**config.mk**
```make
export PLATFORM = sky130hd
export DESIGN_NAME = nios_system_nios2_gen2_0_cpu_oci_dct_packer
export DESIGN_NICKNAME = d
export VERILOG_FILES = /design/src/rtl/nios_system_nios2_gen2_0_cpu_oci_dct_packer.sv
export SDC_FILE = /design/constraint.sdc
export NUM_CORES = 1
export LEC_CHECK = 0
export BUFFER_PORTS_ARGS = -buffer_cell sky130_fd_sc_hd__buf_4
export CAP_MARGIN = 20
export CORE_MARGIN = 2
export CORE_UTILIZATION = 42
export CTS_CLUSTER_SIZE = 28
export DETAILED_ROUTE_END_ITERATION = 10
export PLACE_DENSITY_LB_ADDON = 0.12
export SLEW_MARGIN = 20
export SYNTH_ARGS = -nofsm -noshare
export SYNTH_HDL_FRONTEND = slang
export SYNTH_SLANG_ARGS = --single-unit
```
**constraint.sdc**
```tcl
create_clock -name clk -period 1.96 [get_ports clk]
set_input_delay 0.392 -clock clk [delete_from_list [all_inputs] [get_ports clk]]
set_output_delay 0.392 -clock clk [all_outputs]
set_load 0.1 [all_outputs]
```
**src/rtl/nios_system_nios2_gen2_0_cpu_oci_dct_packer.sv**
```systemverilog
// nios_system_nios2_gen2_0_cpu_oci_dct_packer: packs 2-bit trace symbols into 15-slot frames
// with flush, backpressure, overflow detection and an end-of-session drain.
module nios_system_nios2_gen2_0_cpu_oci_dct_packer (
    input  logic        clk,
    input  logic        reset_n,
    input  logic        sym_valid,
    input  logic [1:0]  sym_data,
    input  logic        flush,
    input  logic        end_req,
    input  logic        frame_ready,
    output logic        frame_valid,
    output logic [29:0] dct_buffer,
    output logic [3:0]  dct_count,
    output logic        overflow,
    output logic        test_ending,
    output logic        test_has_ended
);
    typedef enum logic [1:0] {RUN, DRAIN, ENDED} state_e;
    state_e      state_q, state_d;
    logic [29:0] acc_q, acc_d, buf_q, buf_d;
    logic [3:0]  cnt_q, cnt_d, dcnt_q, dcnt_d;
    logic        pend_q, pend_d, fv_q, fv_d, ovf_q, ovf_d;
    logic        run, flush_run, full, xfer, accept, drop;
    always_comb begin
        run       = state_q == RUN;
        flush_run = flush & run;
        full      = cnt_q == 4'd15;
        xfer      = (full | flush_run | pend_q) & (cnt_q != 4'd0) & (!fv_q | frame_ready);
        accept    = sym_valid & run & (!full | xfer);
        drop      = sym_valid & run & full & !xfer;
        // a transfer empties the accumulator, so a same-cycle symbol starts the next frame
        acc_d     = xfer ? (accept ? {28'b0, sym_data} : 30'b0)
                         : (accept ? {acc_q[27:0], sym_data} : acc_q);
        cnt_d     = xfer ? {3'b0, accept} : cnt_q + {3'b0, accept};
        pend_d    = (run & end_req) | (!xfer & (pend_q | (flush_run & (cnt_q != 4'd0))));
        fv_d      = xfer | (fv_q & !frame_ready);
        buf_d     = xfer ? acc_q : buf_q;
        dcnt_d    = xfer ? cnt_q : dcnt_q;
        ovf_d     = ovf_q | drop;
        state_d   = (run & end_req) ? DRAIN
                  : (state_q == DRAIN && cnt_q == 4'd0 && !fv_q) ? ENDED : state_q;
    end
    always_ff @(posedge clk) begin
        if (!reset_n) begin
            state_q <= RUN;
            acc_q   <= '0;
            cnt_q   <= '0;
            buf_q   <= '0;
            dcnt_q  <= '0;
            pend_q  <= 1'b0;
            fv_q    <= 1'b0;
            ovf_q   <= 1'b0;
        end else begin
            state_q <= state_d;
            acc_q   <= acc_d;
            cnt_q   <= cnt_d;
            buf_q   <= buf_d;
            dcnt_q  <= dcnt_d;
            pend_q  <= pend_d;
            fv_q    <= fv_d;
            ovf_q   <= ovf_d;
        end
    end
    assign frame_valid    = fv_q;
    assign dct_buffer     = buf_q;
    assign dct_count      = dcnt_q;
    assign overflow       = ovf_q;
    assign test_ending    = state_q != RUN;
    assign test_has_ended = state_q == ENDED;
endmodule

```
Word level (Yosys, flattened, before mapping)
Cells that the tools add are included.
{ "classes": {"multipliers": 0, "n_bitwise": 20, "n_reduce_logical": 14, "div": 0, "order_cmp": 0, "n_addsub": 1, "n_eq_ne": 3, "muxes": 6, "shifts": 0} }
{ "op_table": {"columns": ["cell", "n"], "rows": [
  ["$mux 30", 2],
  ["$and 1x1->1", 11],
  ["$or 1x1->1", 8],
  ["$reduce_bool 2->1", 3],
  ["$add 4x1->4", 1],
  ["$eq 4x4->1 const B", 1],
  ["$logic_not 1->1", 4],
  ["$logic_not 4->1", 1],
  ["$reduce_bool 4->1", 1],
  ["$reduce_or 2->1", 2],
  ["$mux 1", 3],
  ["$eq 2x1->1 const B", 1],
  ["$eq 2x2->1 const B", 1],
  ["$logic_and 1x1->1", 2],
  ["$logic_not 2->1", 1],
  ["$mux 2", 1],
  ["$not 1->1", 1]
]} }
{ "totals": {"register_bits": 73, "output_inout_bits": 38, "mem_count": 0, "elab_cells": 54, "ram_bits": 0, "latchBits": 0, "rom_bits": 0} }

Depth between registers and ports, before layout
Gate-level depths: netlist of the first run.
{ "logic_depth": {"ltp_word": 10, "depth_mapped": 8, "depth_no_buf": 7} }

Least setup slack after synthesis of the first run
OpenSTA, ideal clock, no wires.
{ "synth_path": {"kind": "reg2reg", "start": "reg fv_q, in the netlist frame_valid", "end": "reg cnt_q[1]", "period_less_slack_ps": 2589, "stages_incl_launch_ff": 8, "slack_ps": -629, "setup_time_ps": 116, "arrival_ps": 2474, "path_cell_list": "dfxtp_1 nand2b_1 o21ai_0 inv_1 clkbuf_1 ha_1 ha_1 and3_1"} }
{ "synth_via": {"elab_chain_cells": 6} }
{ "synth_rtl": {"columns": ["item", "line", "source"], "rows": [
  ["start: declaration", "22", "logic pend_q, pend_d, fv_q, fv_d, ovf_q, ovf_d;"],
  ["start signal: assignment", "60", "fv_q <= fv_d;"],
  ["$logic_not 1->1 (*)", "28", "xfer = (full | flush_run | pend_q) & (cnt_q != 4'd0) & (!fv_q | frame_ready);"],
  ["$or 1x1->1 (*)", "28", null],
  ["$and 1x1->1 (*)", "28", null],
  ["$or 1x1->1", "29", "accept = sym_valid & run & (!full | xfer);"],
  ["$and 1x1->1", "29", null],
  ["$add 4x1->4", "34", "cnt_d = xfer ? {3'b0, accept} : cnt_q + {3'b0, accept};"],
  ["end signal: assignment", "56", "cnt_q <= cnt_d;"],
  ["end: declaration", "21", "logic [3:0] cnt_q, cnt_d, dcnt_q, dcnt_d;"]
]} }
Mark *: on every way between the ends. The rest lies on a longest branch, timed or not.
A chain may end at the register's enable or synchronous reset.

Final worst setup path of the first run
{ "layout_path": {"start": "reg cnt_q[3]", "end": "reg acc_q[1]"} }
{ "layout_via": {"elab_chain_cells": 9} }
{ "layout_rtl": {"columns": ["item", "line", "source"], "rows": [
  ["$eq 4x4->1", "27", "full = cnt_q == 4'd15;"],
  ["$or 1x1->1 (2 in series)", "28", null],
  ["$and 1x1->1 (2 in series)", "28", null],
  ["$or 1x1->1", "29", null],
  ["$and 1x1->1", "29", null],
  ["$mux 2", "32", "acc_d = xfer ? (accept ? {28'b0, sym_data} : 30'b0)"],
  ["$mux 30", "32", null],
  ["end signal: assignment", "46", "acc_q <= '0;"],
  ["end signal: assignment", "55", "acc_q <= acc_d;"],
  ["end: declaration", "20", "logic [29:0] acc_q, acc_d, buf_q, buf_d;"]
]} }
Several ways; a longest one is shown, not always the timed one.

==> metrics.log, run 1 <==
[metrics] critical register-to-register path endpoint: acc_q[1]
[metrics] net count after synthesis: 341
[metrics] library cell occupying the most area in the post-synthesis netlist: dfxtp_1
[metrics] PostCTS Resize Cnt: 0
[metrics] GR Util All Layers: 16.02%
[metrics] worst slack at placement: 0.1129 ns
[metrics] number of inserted diodes: 0
[metrics] number of max-cap violations: 0
[metrics] first-pass GRT wire length: 9.515 mm
[metrics] delay-heaviest family, CP: simple AND/OR/NAND/NOR gates
[metrics] buffers plus inverters on the worst setup path: 1
[metrics] headroom to the max-slew limit: 66.21%
[metrics] primary flip-flop cell chosen by synthesis mapping: dfxtp_1
[metrics] number of synthesis warnings: 0
[metrics] floorplan row count: 29
[metrics] worst-case clock buffer depth: 2
[metrics] clock period minus final worst setup slack: 1.791 ns
[metrics] setup slack of the worst register-to-register path: 0.17 ns
[metrics] insertion delay to the later sink of the worst-skew pair: 0.33 ns
[metrics] crit-path max FO: 21
[metrics] maximum number of pins on one net before global-route repair: 44
[metrics] worst setup path start: cnt_q[3]
[metrics] measured slew at the worst slew-check pin: 0.5058 ns
[metrics] hpwl dp: 3.542 mm
[metrics] Die Area: 7449 sq um
[metrics] via count of the routed design: 2,244
[metrics] TritonCTS clock tree: yes
[metrics] maximum ir drop on the vdd rail: 0.0004715 V
[metrics] post-route setup slack: 0.1688 ns
[metrics] final clock skew: 0.007155 ns
[metrics] via count of the first global-routing pass: 2,101
[metrics] part of the Yosys area used for sequential elements: 51.36%
[metrics] vertical die dimension: 86.31 um
[metrics] sort of element at the end of the critical path: flip-flop
[metrics] fmax: 558.3 MHz
[metrics] antenna viol nets, final: 0
[metrics] cell area power density: 992.0 nW/um^2
[metrics] total of buffers placed on input and output ports: 45
[metrics] setup fix buffers added after clock tree synthesis: 0
[metrics] count of cells along the worst hold path: 3
[metrics] sequence of cells on the critical path: or4_1 -> o311ai_4 -> buf_4 -> nand3_1 -> a21oi_1
[metrics] crit share post-route: 91.39%
[metrics] result of the run: finished, final reports clean
[metrics] post-synthesis register bit count: 73
[metrics] clock root cell: clkbuf_8
[metrics] DRC violation count after routing: 0
[metrics] drt initial violations: 146
[metrics] share of final-layout standard cells stronger than drive strength 1: 28.07%
[metrics] width of the die: 86.31 um
[metrics] RSZ-0062 raised after global routing: no
[metrics] sum of routed wire length over all layers: 5.501 mm
[metrics] number of antenna violations at the first check in global routing: 0
[metrics] Starting Density: 44.05%
[metrics] vias per inst: 4.976
[metrics] Setup TNS: 0 ns
[metrics] final number of max-transition violations: 0
[metrics] critical path data required time: 2.23 ns
[metrics] sort of element at the start of the critical path: flip-flop
[metrics] count of hold-fix buffers inserted at cts: 0
[metrics] area growth from synthesis to layout: 18.56%
[metrics] number of buffers created by CTS: 9
[metrics] count of distinct cell types in the synthesized netlist: 34
[metrics] Post-Synthesis Cell Area: 2845 sq um
[metrics] total setup violations reported at the end of the flow: 0
[metrics] # H-tree levels: 3
[metrics] final-report hold violation count: 0
[metrics] type of the worst setup path: reg2reg
[metrics] net total in the final layout: 380
[metrics] fillcell total: 645
[metrics] endpoint arrival time on the critical path: 2.06 ns
[metrics] worst reg2reg startpoint: cnt_q[3]
[metrics] number of gates on the worst path with buffers counted: 5
[metrics] Post-synth EDFFs: 0
[metrics] fraction of synthesis flops using an asynchronous set or reset pin: 0%
[metrics] Remaining Overflow, GRT: 0
[metrics] Worst Hold Launch: sym_data[1]
[metrics] kind of path behind the tightest hold check: in2reg
[metrics] final weighted congestion in routability-driven placement: 0.7586
[metrics] average detailed-routed wire length per instance: 12.20 um
[metrics] slowest CP cell: or4_1
[metrics] clock sink count: 73
[metrics] Clk pin slew, worst setup/hold paths: 0.07 ns
[metrics] core outline area: 6459 sq um
[metrics] biggest cell delay along the critical path: 0.67 ns
[metrics] number of standard cells after synthesis: 331
[metrics] power after layout: 3346 uW
[metrics] ports placed on the boundary: 46
[metrics] standby leakage power: 0.001200 uW
[metrics] fraction of post-synthesis cell area in the top cell type by area: 51.36%
[metrics] drt pass-1 iters: 4
[metrics] end of the worst hold path: acc_q[1]
[metrics] leading post-synthesis cells by cell area: dfxtp_1 51%, nand2_1 12%, a21oi_2 8.6%, nand3_1 6.7%, o21ai_0 6.3%
[metrics] R2R depth: 5
[metrics] average cell area after synthesis: 8.596 sq um
-- Yosys cell counts (3+ instances only) --
cell	instances
buf_6	7
nand3_1	38
a21oi_2	28
clkbuf_1	14
dfxtp_1	73
inv_1	3
nand2_1	93
a21oi_1	4
o21ai_0	36
nor2_1	4
-- flip-flops by register name, summed over array words and instances, names as in the netlist --
name and count:
overflow 1, acc_q 30, state_q 2, frame_valid 1, cnt_q 4, dct_buffer 30, dct_count 4, pend_q 1
-- layout make-up --
class / count / area, sq um / share of cell area [%]
multi-input cells: 229 / 1230 / 36.46
well taps: 77 / 96.34 / 2.856
flip-flops and latches: 73 / 1465 / 43.43
repair buffers: 54 / 409.1 / 12.13
inverters: 3 / 11.26 / 0.3338
clock buffers: 11 / 141.4 / 4.191
clock inverters: 4 / 20.02 / 0.5935
-- tightest hold or removal path, delay by kind of cell --
family,cells,cell delay [ns]
AND/OR/NAND/NOR,1,0.04
buffers and inverters,1,0.11
AO/OA/AOI/OAI,1,0.05
-- cells in the final DEF (no fill, tap or decap), types with 2 or more instances in the layout --
cell	count
o21ai_0	35
a21oi_1	4
a21oi_2	28
clkbuf_8	10
nand2_1	93
inv_1	3
nor2_1	3
o21a_1	2
buf_4	53
dfxtp_1	72
nor3b_1	2
nor2_2	3
nand3_1	38
a21boi_0	2
ha_1	2
clkinv_2	4
-- kinds of logic after synthesis --
kind of cell / Yosys count / synth area share [%]
buffers and inverters: 29 / 5.981
AND/OR/NAND/NOR: 148 / 22.82
flip-flops: 73 / 51.36
AO/OA/AOI/OAI: 77 / 18.34
adder cells (fa/ha/maj): 2 / 0.8794
XOR/XNOR: 2 / 0.6158
-- through the flow --
stage | cells | utilization [%] | hold slack, ns | area [sq um]
floorplan | 331 | - | 0.4362 | 2851
global placement | 436 | 49.67 | 0.4451 | 3208
detailed placement | 436 | 49.67 | 0.4551 | 3208
CTS | 451 | 52.17 | 0.2922 | 3369
global route | 451 | 52.23 | 0.3032 | 3373
finish | 451 | 52.23 | 0.3045 | 3373
-- worst max path at each step --
stage | to | slack [ns]
after floorplan | cnt_q[1] | 0.02
after global placement | dct_buffer[18] | 0.18
after detailed placement | dct_buffer[20] | 0.11
after CTS | dct_buffer[20] | 0.1
after global routing | dct_buffer[27] | 0.05
final | acc_q[1] | 0.17
-- per-layer routing --
metal	track usage [%]	up-vias	wire length (um)
met1	21.62	1020	2872
met3	4.571	4	241
met2	24.52	35	2345
met5	0	-	0
li1	-	1185	-
met4	5.966	0	42
-- where the power goes --
group / leakage [uW] / switching, uW / internal, uW / total, uW
registers: 0.000590 / 52.6 / 1530 / 1590
logic: 0.000521 / 583 / 183 / 766
clock network: 0.0000887 / 515 / 479 / 994
total: 0.00120 / 1150 / 2190 / 3350
No activity file was read; power rests on OpenSTA's default activity.
==> run 2, diff against run 1 <==
- BUFFER_PORTS_ARGS: -buffer_cell sky130_fd_sc_hd__buf_4 -> -buffer_cell sky130_fd_sc_hd__buf_2
==> run 2 against run 1 <==
- die area did not move
- largest cell class unchanged
- via count rose by 0.45%
- clock-buffer cell count rose by 3
- critical path depth did not move
- clock power rose by 19%
- first-iteration DRC count fell by 46%
- register-to-register slack got worse by 0.04 ns
==> metrics.log, run 2 (synthesized netlist as in run 1, its figures left out) <==
[metrics] Remaining Overflow, GRT: 0 (unchanged)
[metrics] drt initial violations: 79 (-46%)
[metrics] Clk pin slew, worst setup/hold paths: 0.07 ns (about the same)
[metrics] power after layout: 3536 uW (+5.7%)
[metrics] number of inserted diodes: 0 (unchanged)
[metrics] result of the run: finished, final reports clean
[metrics] maximum ir drop on the vdd rail: 0.0004843 V (+2.7%)
[metrics] width of the die: 86.31 um (unchanged)
[metrics] DRC violation count after routing: 0 (unchanged)
[metrics] final number of max-transition violations: 0 (unchanged)
[metrics] average detailed-routed wire length per instance: 12.15 um (-0.35%)
[metrics] setup fix buffers added after clock tree synthesis: 0 (unchanged)
[metrics] fmax: 545.4 MHz (-2.3%)
[metrics] maximum number of pins on one net before global-route repair: 33 (-25%)
[metrics] total setup violations reported at the end of the flow: 0 (unchanged)
[metrics] drt pass-1 iters: 4 (unchanged)
[metrics] core outline area: 6459 sq um (unchanged)
[metrics] final weighted congestion in routability-driven placement: 0.8056 (+6.2%)
[metrics] via count of the routed design: 2,254 (+0.45%)
[metrics] headroom to the max-slew limit: 66.91% (+0.70 points)
[metrics] type of the worst setup path: reg2reg
[metrics] share of final-layout standard cells stronger than drive strength 1: 27.85% (-0.22 points)
[metrics] Final Hold Slack: 0.3065 ns (+0.001972 ns)
[metrics] crit share post-route: 93.55% (+2.2 points)
[metrics] antenna viol nets, final: 0 (unchanged)
[metrics] area growth from synthesis to layout: 17.33%
[metrics] Die Area: 7449 sq um (unchanged)
[metrics] sort of element at the end of the critical path: flip-flop
[metrics] total of buffers placed on input and output ports: 45 (unchanged)
[metrics] number of max-cap violations: 0 (unchanged)
[metrics] critical path data required time: 2.22 ns (about the same)
[metrics] sort of element at the start of the critical path: flip-flop
[metrics] first-pass GRT wire length: 9.528 mm (+0.14%)
[metrics] vias per inst: 4.965 (-0.22%)
[metrics] sum of routed wire length over all layers: 5.518 mm (+0.31%)
[metrics] fin area: 3338 sq um (-1.0%)
[metrics] net total in the final layout: 382 (+0.53%)
[metrics] kind of path behind the tightest hold check: in2reg
[metrics] standby leakage power: 0.001228 uW (+2.4%)
[metrics] GR Util All Layers: 16.09% (+0.067 points)
[metrics] ports placed on the boundary: 46 (unchanged)
[metrics] RSZ-0062 raised after global routing: no
[metrics] clock root cell: clkbuf_8
[metrics] most common cell after layout, fill and taps aside: nand2_1
[metrics] count of hold-fix buffers inserted at cts: 0 (unchanged)
[metrics] floorplan row count: 29 (unchanged)
[metrics] via count of the first global-routing pass: 2,085 (-0.76%)
[metrics] hpwl dp: 3.561 mm (+0.52%)
[metrics] clock period minus final worst setup slack: 1.834 ns (+0.04243 ns)
[metrics] most used cells in the layout excluding fill and tap cells: 93 x nand2_1, 72 x dfxtp_1, 45 x buf_2
[metrics] number of buffers created by CTS: 9 (unchanged)
[metrics] final-report hold violation count: 0 (unchanged)
[metrics] clock sink count: 73 (unchanged)
[metrics] measured slew at the worst slew-check pin: 0.4964 ns (-0.009458 ns)
[metrics] endpoint arrival time on the critical path: 2.10 ns (+0.04 ns)
[metrics] TritonCTS clock tree: yes
[metrics] Setup TNS: 0 ns (unchanged)
[metrics] Starting Density: 44.05% (unchanged)
[metrics] area of placed instances: 3136 sq um (-2.3%)
[metrics] insertion delay to the later sink of the worst-skew pair: 0.34 ns (about the same)
[metrics] crit-path max FO: 20 (-4.8%)
[metrics] number of antenna violations at the first check in global routing: 0 (unchanged)
[metrics] PostCTS Resize Cnt: 0 (unchanged)
[metrics] vertical die dimension: 86.31 um (unchanged)
[metrics] # H-tree levels: 3 (unchanged)
[metrics] worst-case clock buffer depth: 2 (unchanged)
[metrics] cell area power density: 1059 nW/um^2 (+6.8%)
[metrics] final clock skew: 0.008778 ns (+0.001622 ns)
run 2: cell types whose count changed in the layout (fill, tap and decap cells not counted), sizes merged:
cell    before  now
bufinv       0    1
clkinv       4    1
buf         54   56
clkbuf      11   14
run 2: per-stage QoR:
step / instances / util, % / setup slack, ns
4_1_cts: 454 / 51.63 / 0.08609
3_5_place_dp: 438 / 48.55 / 0.1165
5_1_grt: 454 / 51.69 / 0.00003220
3_3_place_gp: 438 / 48.55 / 0.1558
2_1_floorplan: 331 / - / 0.01759
6_report: 454 / 51.69 / 0.1264
run 2: cell type report:
class                           count  area, sq um
Tap cell                           77        96.34
Clock inverter                      2        35.03
Timing Repair Buffer               56        336.6
Fill cell                         613         3120
Inverter                            3        11.26
Clock buffer                       14        163.9
Sequential cell                    73         1465
Multi-Input combinational cell    229         1230
run 2: final timing paths:
path | from | endpoint | slack [ns] | depth (start not counted)
setup / recovery | cnt_q[3] | acc_q[1] | 0.13 | 5
hold / removal | sym_data[1] | acc_q[1] | 0.31 | 3
setup reg to reg | cnt_q[3] | acc_q[1] | 0.13 | 5
hold reg to reg | acc_q[28] | dct_buffer[28] | 0.46 | 2
run 2: per-layer routing:
metal,vias to the layer above,share of wire (%),global-route usage (%)
li1,1190,-,-
met1,1020,50,20.97
met2,38,44,24.95
met3,6,4.6,6.000
met4,0,1.2,4.972
met5,-,0,0
run 2: report_power, final:
group | switching, uW | internal, uW | leakage (uW)
Combinational | 590 | 178 | 0.000539
Clock | 516 | 666 | 0.0000998
Sequential | 53.5 | 1530 | 0.000590
run 2: worst max-delay path, cell delays in order, from the launching register on:
cell      delay (ns)
dfxtp_1         0.35
or4_1           0.68
o311ai_4        0.21
buf_4           0.30
nand3_1         0.10
a21oi_1         0.13
